$ cat src/rtl/ix_stage.sv
// rtl/ix_stage.sv - execute stage: operand forwarding, ALU, branch compare, optional RV32M unit
// IX_MULDIV_EN enables the iterative multiply/divide unit and its ix_stall handshake.
module ix_stage #(
  parameter int MUL_FAST = 0
) (
  input  logic        clk,
  input  logic        rst,
  input  logic        flush_in,
  input  logic [31:0] pc_in,
  input  logic [31:0] dataR1_in,
  input  logic [31:0] dataR2_in,
  input  logic [31:0] imm_ext_in,
  input  logic [31:0] inst_in,
  input  logic        BrUn_in,
  input  logic        Asel_in,
  input  logic        Bsel_in,
  input  logic [3:0]  ALUSel_in,
  input  logic [1:0]  fwd_a_sel,
  input  logic [1:0]  fwd_b_sel,
  input  logic [31:0] mem_fwd,
  input  logic [31:0] wb_fwd,
  output logic [31:0] alu_out,
  output logic [31:0] rs2_fwd_out,
  output logic        br_eq,
  output logic        br_lt,
  output logic        ix_stall
);

  logic [31:0] fwd_a;
  logic [31:0] fwd_b;
  logic [31:0] op_a;
  logic [31:0] op_b;
  logic [31:0] alu_res;
  logic [4:0]  shamt;

  always_comb begin
    case (fwd_a_sel)
      2'b01:   fwd_a = mem_fwd;
      2'b10:   fwd_a = wb_fwd;
      default: fwd_a = dataR1_in;
    endcase
    case (fwd_b_sel)
      2'b01:   fwd_b = mem_fwd;
      2'b10:   fwd_b = wb_fwd;
      default: fwd_b = dataR2_in;
    endcase
  end

  assign op_a        = Asel_in ? pc_in : fwd_a;
  assign op_b        = Bsel_in ? imm_ext_in : fwd_b;
  assign shamt       = op_b[4:0];
  assign rs2_fwd_out = fwd_b;

  // Branch compare always sees the forwarded register operands, never pc/imm.
  assign br_eq = (fwd_a == fwd_b);
  assign br_lt = BrUn_in ? (fwd_a < fwd_b) : ($signed(fwd_a) < $signed(fwd_b));

  always_comb begin
    alu_res = 32'd0;
    case (ALUSel_in)
      4'd0:    alu_res = op_a + op_b;
      4'd1:    alu_res = op_a - op_b;
      4'd2:    alu_res = op_a << shamt;
      4'd3:    alu_res = {31'd0, $signed(op_a) < $signed(op_b)};
      4'd4:    alu_res = {31'd0, op_a < op_b};
      4'd5:    alu_res = op_a ^ op_b;
      4'd6:    alu_res = op_a >> shamt;
      4'd7:    alu_res = $unsigned($signed(op_a) >>> shamt);
      4'd8:    alu_res = op_a | op_b;
      4'd9:    alu_res = op_a & op_b;
      4'd10:   alu_res = op_b;
      default: alu_res = 32'd0;
    endcase
  end

`ifdef IX_MULDIV_EN

  typedef enum logic [1:0] {ST_IDLE, ST_BUSY, ST_DONE} state_t;

  state_t      state_q, state_d;
  logic [4:0]  cnt_q, cnt_d;
  logic [63:0] acc_q, acc_d;
  logic [31:0] opb_q, opb_d;
  logic [2:0]  f3_q, f3_d;
  logic        neg_res_q, neg_res_d;
  logic        neg_rem_q, neg_rem_d;
  logic        div0_q, div0_d;

  logic        is_md;
  logic [2:0]  f3;
  logic        a_neg;
  logic        b_neg;
  logic [31:0] mag_a;
  logic [31:0] mag_b;
  logic        fast_mul;
  logic [32:0] mul_sum;
  logic [63:0] mul_step;
  logic [32:0] div_cand;
  logic [32:0] div_diff;
  logic [63:0] div_step;
  logic [63:0] fast_prod;
  logic [63:0] prod;
  logic [31:0] quo;
  logic [31:0] rem;
  logic [31:0] md_res;
  logic        md_stall;
  logic        md_valid;
  logic        unused_inst;

  assign unused_inst = ^{inst_in[24:15], inst_in[11:7]};

  assign is_md = (inst_in[6:0] == 7'b0110011) && (inst_in[31:25] == 7'b0000001);
  assign f3    = inst_in[14:12];

  // MULH/MULHSU/DIV/REM take rs1 as signed; MULH/DIV/REM also rs2. MUL low word is sign-agnostic.
  assign a_neg = fwd_a[31] && ((f3 == 3'b001) || (f3 == 3'b010) || (f3 == 3'b100) || (f3 == 3'b110));
  assign b_neg = fwd_b[31] && ((f3 == 3'b001) || (f3 == 3'b100) || (f3 == 3'b110));
  assign mag_a = a_neg ? (32'd0 - fwd_a) : fwd_a;
  assign mag_b = b_neg ? (32'd0 - fwd_b) : fwd_b;

  assign fast_mul = (MUL_FAST != 0) && !f3_q[2];

  // Shift-add: low half of acc holds the remaining multiplier bits, high half the partial sum.
  assign mul_sum  = {1'b0, acc_q[63:32]} + (acc_q[0] ? {1'b0, opb_q} : 33'd0);
  assign mul_step = {mul_sum, acc_q[31:1]};

  // Restoring divide: high half is the partial remainder, low half shifts dividend out / quotient in.
  assign div_cand = {acc_q[63:32], acc_q[31]};
  assign div_diff = div_cand - {1'b0, opb_q};
  assign div_step = div_diff[32] ? {div_cand[31:0], acc_q[30:0], 1'b0}
                                 : {div_diff[31:0], acc_q[30:0], 1'b1};

  assign fast_prod = {32'd0, opb_q} * {32'd0, acc_q[31:0]};

  assign prod = neg_res_q ? (64'd0 - acc_q) : acc_q;
  assign quo  = div0_q ? 32'hFFFF_FFFF : (neg_res_q ? (32'd0 - acc_q[31:0]) : acc_q[31:0]);
  assign rem  = neg_rem_q ? (32'd0 - acc_q[63:32]) : acc_q[63:32];

  always_comb begin
    md_res = 32'd0;
    case (f3_q)
      3'b000:                 md_res = prod[31:0];
      3'b001, 3'b010, 3'b011: md_res = prod[63:32];
      3'b100, 3'b101:         md_res = quo;
      default:                md_res = rem;
    endcase
  end

  always_comb begin
    state_d   = state_q;
    cnt_d     = cnt_q;
    acc_d     = acc_q;
    opb_d     = opb_q;
    f3_d      = f3_q;
    neg_res_d = neg_res_q;
    neg_rem_d = neg_rem_q;
    div0_d    = div0_q;
    md_stall  = 1'b0;
    md_valid  = 1'b0;
    case (state_q)
      ST_IDLE: begin
        if (is_md && !flush_in && rst) begin
          md_stall  = 1'b1;
          state_d   = ST_BUSY;
          cnt_d     = 5'd0;
          acc_d     = {32'd0, mag_a};
          opb_d     = mag_b;
          f3_d      = f3;
          neg_res_d = a_neg ^ b_neg;
          neg_rem_d = a_neg;
          div0_d    = (fwd_b == 32'd0);
        end
      end
      ST_BUSY: begin
        md_stall = 1'b1;
        cnt_d    = cnt_q + 5'd1;
        if (f3_q[2]) begin
          acc_d = div_step;
        end else if (fast_mul) begin
          acc_d = fast_prod;
        end else begin
          acc_d = mul_step;
        end
        if ((cnt_q == 5'd31) || fast_mul) begin
          state_d = ST_DONE;
        end
      end
      ST_DONE: begin
        md_valid = !flush_in;
        state_d  = ST_IDLE;
      end
      default: state_d = ST_IDLE;
    endcase
    // A redirect discards whatever is in flight, including a result about to complete.
    if (flush_in) begin
      state_d = ST_IDLE;
      cnt_d   = 5'd0;
    end
  end

  always_ff @(posedge clk or negedge rst) begin
    if (!rst) begin
      state_q   <= ST_IDLE;
      cnt_q     <= 5'd0;
      acc_q     <= 64'd0;
      opb_q     <= 32'd0;
      f3_q      <= 3'd0;
      neg_res_q <= 1'b0;
      neg_rem_q <= 1'b0;
      div0_q    <= 1'b0;
    end else begin
      state_q   <= state_d;
      cnt_q     <= cnt_d;
      acc_q     <= acc_d;
      opb_q     <= opb_d;
      f3_q      <= f3_d;
      neg_res_q <= neg_res_d;
      neg_rem_q <= neg_rem_d;
      div0_q    <= div0_d;
    end
  end

  assign ix_stall = md_stall;
  assign alu_out  = md_valid ? md_res : alu_res;

`else

  logic unused_md;

  assign unused_md = ^{clk, rst, flush_in, inst_in, (MUL_FAST != 0)};
  assign ix_stall  = 1'b0;
  assign alu_out   = alu_res;

`endif

endmodule

$ cat config.mk
export PLATFORM = sky130hd
export DESIGN_NAME = ix_stage
export DESIGN_NICKNAME = d
export VERILOG_FILES = /design/src/rtl/ix_stage.sv
export SDC_FILE = /design/constraint.sdc
export NUM_CORES = 1
export LEC_CHECK = 0
export CORE_MARGIN = 8
export CORE_UTILIZATION = 35
export DETAILED_ROUTE_END_ITERATION = 16
export PLACE_DENSITY = 0.67
export REMOVE_ABC_BUFFERS = 1
export SLEW_MARGIN = 40
export SYNTH_ARGS = -nofsm -noshare
export SYNTH_HDL_FRONTEND = slang
export SYNTH_SLANG_ARGS = --single-unit
export TNS_END_PERCENT = 50
$ cat constraint.sdc
create_clock -name vclk -period 8.4
set_clock_uncertainty 0.15 [all_clocks]
set_input_delay 1.26 -clock vclk [all_inputs]
set_output_delay 1.26 -clock vclk [all_outputs]
set_load 0.01 [all_outputs]
Yosys cells after proc, flatten, opt, wreduce, memory -nomap -nowiden --
Cells that the tools add are included.
Word-level totals: output and inout port bits 67, bits of input ports 238, flip-flop bits (word level) 0, logic and storage cells 34
Cells by class: muxes and demuxes 6, bitwise operators 3, $lt $le $gt $ge 4, $add $sub $neg 2, shifts and indexed selects 3, equal/unequal tests 15, reductions and logical operators 1
Operators with widths (count):
- one-hot mux 32 bit (11 select lines) | 1
- < comparator 32 bit | 4
- one-hot mux 32 bit (2 select lines) | 2
- two-way mux 32 bit | 2
- adder 32 bit | 1
- AND 32 bit | 1
- == test 32 bit | 1
- bitwise OR 32 bit | 1
- << shifter 32 x 5 -> 32 bit | 1
- right shift 32 x 5 -> 32 bit | 1
- >>> shifter 32 x 5 -> 32 bit | 1
- subtractor 32 bit | 1
- XOR 32 bit | 1
- == test 4 x 3 -> 1 bit (second input constant) | 4
- == test 4 bit (second input constant) | 3
- == test 4 x 2 -> 1 bit (second input constant) | 2
- == test 2 x 1 -> 1 bit (second input constant) | 2
- == test 2 bit (second input constant) | 2
- == test 4 x 1 -> 1 bit (second input constant) | 1
- zero test 4 bit | 1
- two-way mux 1 bit | 1

Depth between registers and ports, before layout --
Gate-level depths: netlist of the first run.
depth after elaboration 5, depth in mapped cells 21, depth with buffers taken out 18

Least setup slack after synthesis of the first run --
Ideal clock, no wire load.
path type in2out, start in fwd_b_sel[0], end out alu_out[31], cell stages on the path 19, path buffers 4, slack 1.609 ns, data arrival time 5.381 ns, cell sequence inv_1 -> ha_1 -> buf_6 -> clkbuf_1 -> clkbuf_1 -> buf_1 -> a21oi_1 -> o21ai_0 -> inv_1 -> ha_1 -> nor2b_1 -> or3_1 -> a31o_2 -> a2111oi_4 -> nor3_1 -> a2111o_1 -> a31oi_1 -> a221oi_1 -> o2111ai_1
On the way: longest elaborated chain between the ends 5, elaborated cells on any way between the ends 13, classes of those cells add/sub (2); eq/ne (2); shift (3); mux (3); bitwise (3)
Ends and longest elaborated chain:
- start, declared | line 19 | input logic [1:0] fwd_b_sel,
- == test 2 bit / == test 2 x 1 -> 1 bit (equally long branches) | line 42 | case (fwd_b_sel)
- one-hot mux 32 bit (2 select lines) (*) | line 42
- two-way mux 32 bit (*) | line 50 | assign op_b = Bsel_in ? imm_ext_in : fwd_b;
- subtractor 32 bit, or another cell as far along | line 62 | 4'd1: alu_res = op_a - op_b;
- one-hot mux 32 bit (11 select lines) (*) | line 60 | case (ALUSel_in)
- end, declared | line 22 | output logic [31:0] alu_out,
Mark *: on every way between the ends. The rest lies on a longest branch, timed or not.

Worst setup path after layout of the first run --
start in fwd_b_sel[1], end out alu_out[31]
The elaborated chain is that of the path after synthesis.

==> results of run 1 <==
## per-layer routing
metal	vias to the layer above	wire, um
li1	7311	-
met1	7566	26500
met2	1102	27900
met3	138	7420
met4	0	2120
met5	-	0
## through the flow
| stage | instance area, um2 | utilization | hold slack (ns) |
|---|---|---|---|
| floorplan | 11300 | - | 2.52 |
| global placement | 15300 | 0.455 | 3.51 |
| detailed placement | 15300 | 0.455 | 3.51 |
| CTS | 15300 | 0.455 | 3.51 |
| global route | 15300 | 0.456 | 3.57 |
| finish | 15300 | 0.456 | 3.50 |
## worst min-delay path: cells and delay by family
family                 cells  cell delay (ns)
buffers and inverters      2             0.90
and+or+nand+nor            2             0.23
## logic make-up after synthesis
kind of cell	Yosys count	synth area share
AO/OA/AOI/OAI	722	0.421
AND/OR/NAND/NOR	555	0.211
buffers and inverters	294	0.102
multiplexers	136	0.117
adder cells (fa/ha/maj)	135	0.143
XOR/XNOR	7	0.00513
other	1	0.000314
## what timing repair did
action,CTS,global route
gates resized for setup,0,3
hold endpoints to repair,0,0
endpoints found under the setup margin,0,1
## cells in the final DEF, fill, tap and decap left out, types with 20 or more instances in the layout
master	n
mux2_2	20
ha_1	131
nor3_1	27
o22ai_1	24
o211ai_1	41
mux2i_1	113
nor2_1	168
a221oi_1	49
clkdlybuf4s50_1	268
a22oi_1	58
o21ai_0	158
nand2_1	192
a21oi_1	156
a211oi_1	21
buf_4	87
nor2b_1	42
inv_1	143
nand2b_1	33
nand3_1	30
a21o_1	23
## layout make-up
class,instances,area share
inverter,152,0.0376
tap,448,0.0367
antenna,1,0.000164
multi-input combinational,1556,0.704
timing repair buffer,359,0.221
## worst min-delay path by stage
stage,end,slack (ns),cells past startpoint
2_1_floorplan,rs2_fwd_out[10],2.52,2
3_3_place_gp,rs2_fwd_out[3],3.51,4
3_5_place_dp,rs2_fwd_out[3],3.51,4
4_1_cts,rs2_fwd_out[29],3.51,4
5_1_grt,rs2_fwd_out[16],3.57,4
6_report,rs2_fwd_out[3],3.50,4
==> flow_summary_export.csv, run 1 <==
group,metric,value,unit
outcome,status,"complete, no violations",
worst_setup_path,slowest_delay,0.59,ns
grt,use_met3,0.0581,
routing,routedWlPerCell,25.4,um
min_path,holdCritPathClass,"primary input to primary output",
layout,final_nets,2442,
floorplan,die_area,40300,um2
grt,grt_pass1_wl,94.8,mm
layout,seqCellArea,0,um2
grt,top_usage_layer,"met2",
placement,dp_hpwl,51.7,mm
worst_setup_path,cp_num_buf_inv,6,
placement,post-place-cells,2515,
worst_setup_path,cp_max_fo,25,
routing,via_count,16100,
grt,antenna_found_initial,0,
synthesis,synth.most_common_cell,"nand2_1",
sta,fin_ws,0.291,ns
floorplan,io_pins,305,
grt,grt_remaining_overflow,0,
sta,min_period_over_period,0.965,
floorplan,start_util,0.356,
worst_setup_path,critPathTopFamily,"compound AO/OA/AOI/OAI gates",
synthesis,synth_seq_area_share,0,
sta,rsz0062_at_grt,"no",
synthesis,syn_area,11900,um2
synthesis,synth_cells,1850,
min_path,hp-start,"dataR2_in[3]",
floorplan,die_y,201,um
sta,finalSetupViolCount,0,
worst_setup_path,startpoint,"fwd_b_sel[1]",
floorplan,core_area,33500,um2
routing,ant_nets,0,
floorplan,die_w,201,um
worst_setup_path,endpoint_kind,"primary output",
layout,nClkBuffers,0,
worst_setup_path,critical_path_class,"primary input to primary output",
worst_setup_path,cp.arrival,6.70,ns
floorplan,rows,67,
grt,grtUsageMet2,0.467,
placement,gp_congestion,1.06,
sta,hold_viol_final,0,
synthesis,yosysUniqueCellTypes,87,
layout,design.seq.count,0,
routing,wl,63.9,mm
worst_setup_path,worstSetupEndpoint,"alu_out[31]",
synthesis,synth_warnings,0,
synthesis,syn_avg_cell_area,6.45,um2
grt,gr-usage-all-layers,0.293,
sta,relSlewSlack,0.375,
layout,final_cells,2516,
worst_setup_path,slowest_stage,"clkdlybuf4s50_1",
routing,drt_iter0_drc,1877,
routing,viasPerCell,6.41,
worst_setup_path,path_depth,21,
worst_setup_path,cp.required,6.99,ns
routing,firstDrtPassIters,6,
grt,grt_max_degree,70,
layout,drive_gt1_frac,0.0842,
sta,worst_slew_pin_slew,0.935,ns
worst_setup_path,critical_path.startpoint_type,"primary input",
worst_setup_path,cp_cell_sequence,"clkdlybuf4s50_1, inv_1, ha_1, buf_12, a22oi_1, nor2_1, a21oi_1, o21ai_1, buf_4, inv_1, ha_1, nor2b_1, or3_1, a31o_2, a2111oi_4, nor3_1, a2111o_1, a31oi_1, a221oi_1, o2111ai_1, clkdlybuf4s50_1",
clocking,postCtsSetupRepairBufs,0,
synthesis,synth_common_cells,"nand2_1 (192), nor2_1 (170), o21ai_0 (159), a21oi_1 (156), inv_1 (143)",
sta,fin_crit,8.11,ns
placement,io_buffers,269,
sta,fmax,123,MHz
grt,grt_pass1_vias,15300,
grt,grtUsageMet1,0.393,
layout,multi_input_area,10800,um2
sta,final-max-slew-violation-count,0,
job,max_cap_violations,0,
placement,pre_cts_ws,0.142,ns
clocking,cts_hold_buf,0,
routing,drc_errors,0,
synthesis,synth.area.top_cells,"ha_1 (14%), mux2i_1 (9.5%), o21ai_0 (6.7%), a21oi_1 (6.5%), nand2_1 (6.0%)",
layout,area_delta_synth_final,28.1,%
layout,nFillCells,3523,
sta,fin_tns_setup,0,ns
synthesis,yosys.area.top_type,"ha_1",
synthesis,synth_top_area_frac,0.139,
==> inputs of run 2 (changes only) <==
Settings changed: CAP_MARGIN from default to 10.
==> results of run 2 <==
No change in the layout: final DEF, timing and power equal those of run 1.
==> inputs of run 3 (changes only) <==
Settings changed: CORE_MARGIN 8 to 5, GPL_TIMING_DRIVEN from default to 0, SLEW_MARGIN 40 to default.
==> run 3 against run 2 <==
Compared with the run above: flip-flop and latch count unchanged; setup slack worse by 0.14 ns; die area decreased by 5.9%; critical endpoint unchanged; cell area is 1.1% higher; sequential share of layout area did not move; first-iteration DRC count is 2.3% higher; cell count fell by 2.0%; critical path depth is the same.
==> flow_summary_export.csv, run 3 (same netlist as run 1, synthesis figures left out) <==
group,metric,value,unit
outcome,status,"complete, no violations",
sta,finalSetupViolCount,0,
layout,diodes,0,
floorplan,io_pins,305,
floorplan,core_area,33600,um2
worst_setup_path,cp_max_fo,53,
worst_setup_path,slowest_delay,0.67,ns
sta,fmax,121,MHz
sta,rsz0062_at_grt,"no",
floorplan,die_area,37900,um2
floorplan,start_util,0.355,
sta,min_period_over_period,0.982,
sta,fin_ws,0.152,ns
sta,hold_viol_final,0,
routing,viasPerCell,6.43,
worst_setup_path,cp.required,6.99,ns
worst_setup_path,critPathTopFamily,"compound AO/OA/AOI/OAI gates",
placement,gp_congestion,1.01,
placement,io_buffers,269,
sta,final-max-slew-violation-count,0,
worst_setup_path,cp_num_buf_inv,8,
routing,drt_iter0_drc,1921,
floorplan,die_w,195,um
worst_setup_path,slowest_stage,"a2111oi_4",
layout,area_delta_synth_final,29.5,%
sta,relSlewSlack,0.184,
sta,worst_slew_pin_slew,1.21,ns
power,p_leak,6.52,nW
grt,grt_pass1_vias,15200,
routing,wl,61.2,mm
placement,post-place-cells,2455,
sta,holdWs,3.50,ns
grt,grt_max_degree,58,
grt,grt_remaining_overflow,0,
worst_setup_path,critical_path_class,"primary input to primary output",
worst_setup_path,cp_cell_sequence,"clkdlybuf4s50_1, inv_1, ha_4, buf_12, a221oi_2, o31ai_4, buf_4, buf_16, clkinvlp_4, buf_16, ha_1, o21bai_1, nand4_1, a31oi_2, a2111oi_4, nor3_1, a2111o_1, a31oi_1, a221oi_1, o2111ai_1, clkdlybuf4s50_1",
min_path,holdCritPathClass,"primary input to primary output",
layout,nFillCells,3398,
placement,placed_area,15100,um2
grt,antenna_found_initial,0,
worst_setup_path,endpoint_kind,"primary output",
layout,design.seq.count,0,
grt,grtUsageMet1,0.411,
power,ir_drop,0.0526,mV
layout,layout_common_cells,"clkdlybuf4s50_1 (267), nand2_1 (191), nor2_1 (167)",
layout,design_area,15500,um2
layout,final_core_util,0.460,
clocking,cts_hold_buf,0,
layout,nClkBuffers,0,
layout,final_cells,2466,
layout,mostFrequentLayoutCell,"clkdlybuf4s50_1",
worst_setup_path,cp.arrival,6.84,ns
routing,via_count,15800,
routing,firstDrtPassIters,6,
power,power_density,118,nW/um2
grt,top_usage_layer,"met2",
placement,pre_cts_ws,-0.794,ns
job,max_cap_violations,0,
grt,grtUsageMet2,0.483,
layout,final_nets,2393,
routing,ant_nets,0,
routing,routedWlPerCell,24.8,um
floorplan,die_y,195,um
layout,drive_gt1_frac,0.0714,
sta,fin_crit,8.25,ns
worst_setup_path,critical_path.startpoint_type,"primary input",
floorplan,rows,67,
placement,dp_hpwl,49.0,mm
grt,grt_pass1_wl,91.7,mm
routing,drc_errors,0,
layout,seqCellArea,0,um2
grt,gr-usage-all-layers,0.299,
grt,use_met3,0.0502,
## run 3: changes by cell type in the layout (fill, tap and decap cells not counted), moves of 2 or more
| cell | previous run | this run |
|---|---|---|
| a221oi_1 | 49 | 44 |
| a221oi_4 | 0 | 6 |
| buf_12 | 1 | 9 |
| buf_16 | 0 | 9 |
| buf_4 | 87 | 11 |
| buf_8 | 0 | 7 |
| clkinv_1 | 3 | 1 |
| clkinvlp_4 | 0 | 2 |
| ha_1 | 131 | 127 |
| ha_2 | 1 | 5 |
| inv_1 | 143 | 141 |
| nor2_4 | 1 | 3 |
| o221ai_1 | 18 | 14 |
| o221ai_2 | 2 | 5 |
## run 3: what timing repair did
item	in CTS	in global routing
gates resized for setup	16	21
setup endpoints to repair	23	14
cloned	1	1
pin swaps	1	5
setup buffers	3	5
## run 3: worst paths after layout
path                           to  depth (start not counted)     startpoint
setup / recovery      alu_out[31]                         21   fwd_b_sel[0]
hold / removal    rs2_fwd_out[18]                          4  dataR2_in[18]
## run 3: area by class of cell
| type | count | area [um2] | share of cell area |
|---|---|---|---|
| Inverter | 152 | 593 | 0.0384 |
| Multi-Input combinational cell | 1557 | 11000 | 0.709 |
| Tap cell | 448 | 561 | 0.0363 |
| Timing Repair Buffer | 308 | 3340 | 0.216 |
| Timing Repair inverter | 1 | 5.00 | 0.000324 |
## run 3: metal layers
layer	share of wire	up-vias
li1	-	7210
met1	0.41	7472
met2	0.44	1030
met3	0.11	136
met4	0.037	0
met5	0	-
## run 3: per-stage QoR
| step | setup TNS, ns | power, mW |
|---|---|---|
| after floorplan | -20.11 | 1.05 |
| after global placement | -145.49 | 1.69 |
| after detailed placement | -8.19 | 1.74 |
| after CTS | -0.0300 | 1.76 |
| after global routing | 0 | 1.95 |
| final | 0 | 1.83 |
## run 3: where the power goes
part	internal (mW)	switching, mW	total, mW
sequential	0	0	0
combinational	0.728	1.10	1.83
clock	0	0	0
total	0.728	1.10	1.83
(Power assumes the default switching activity.)
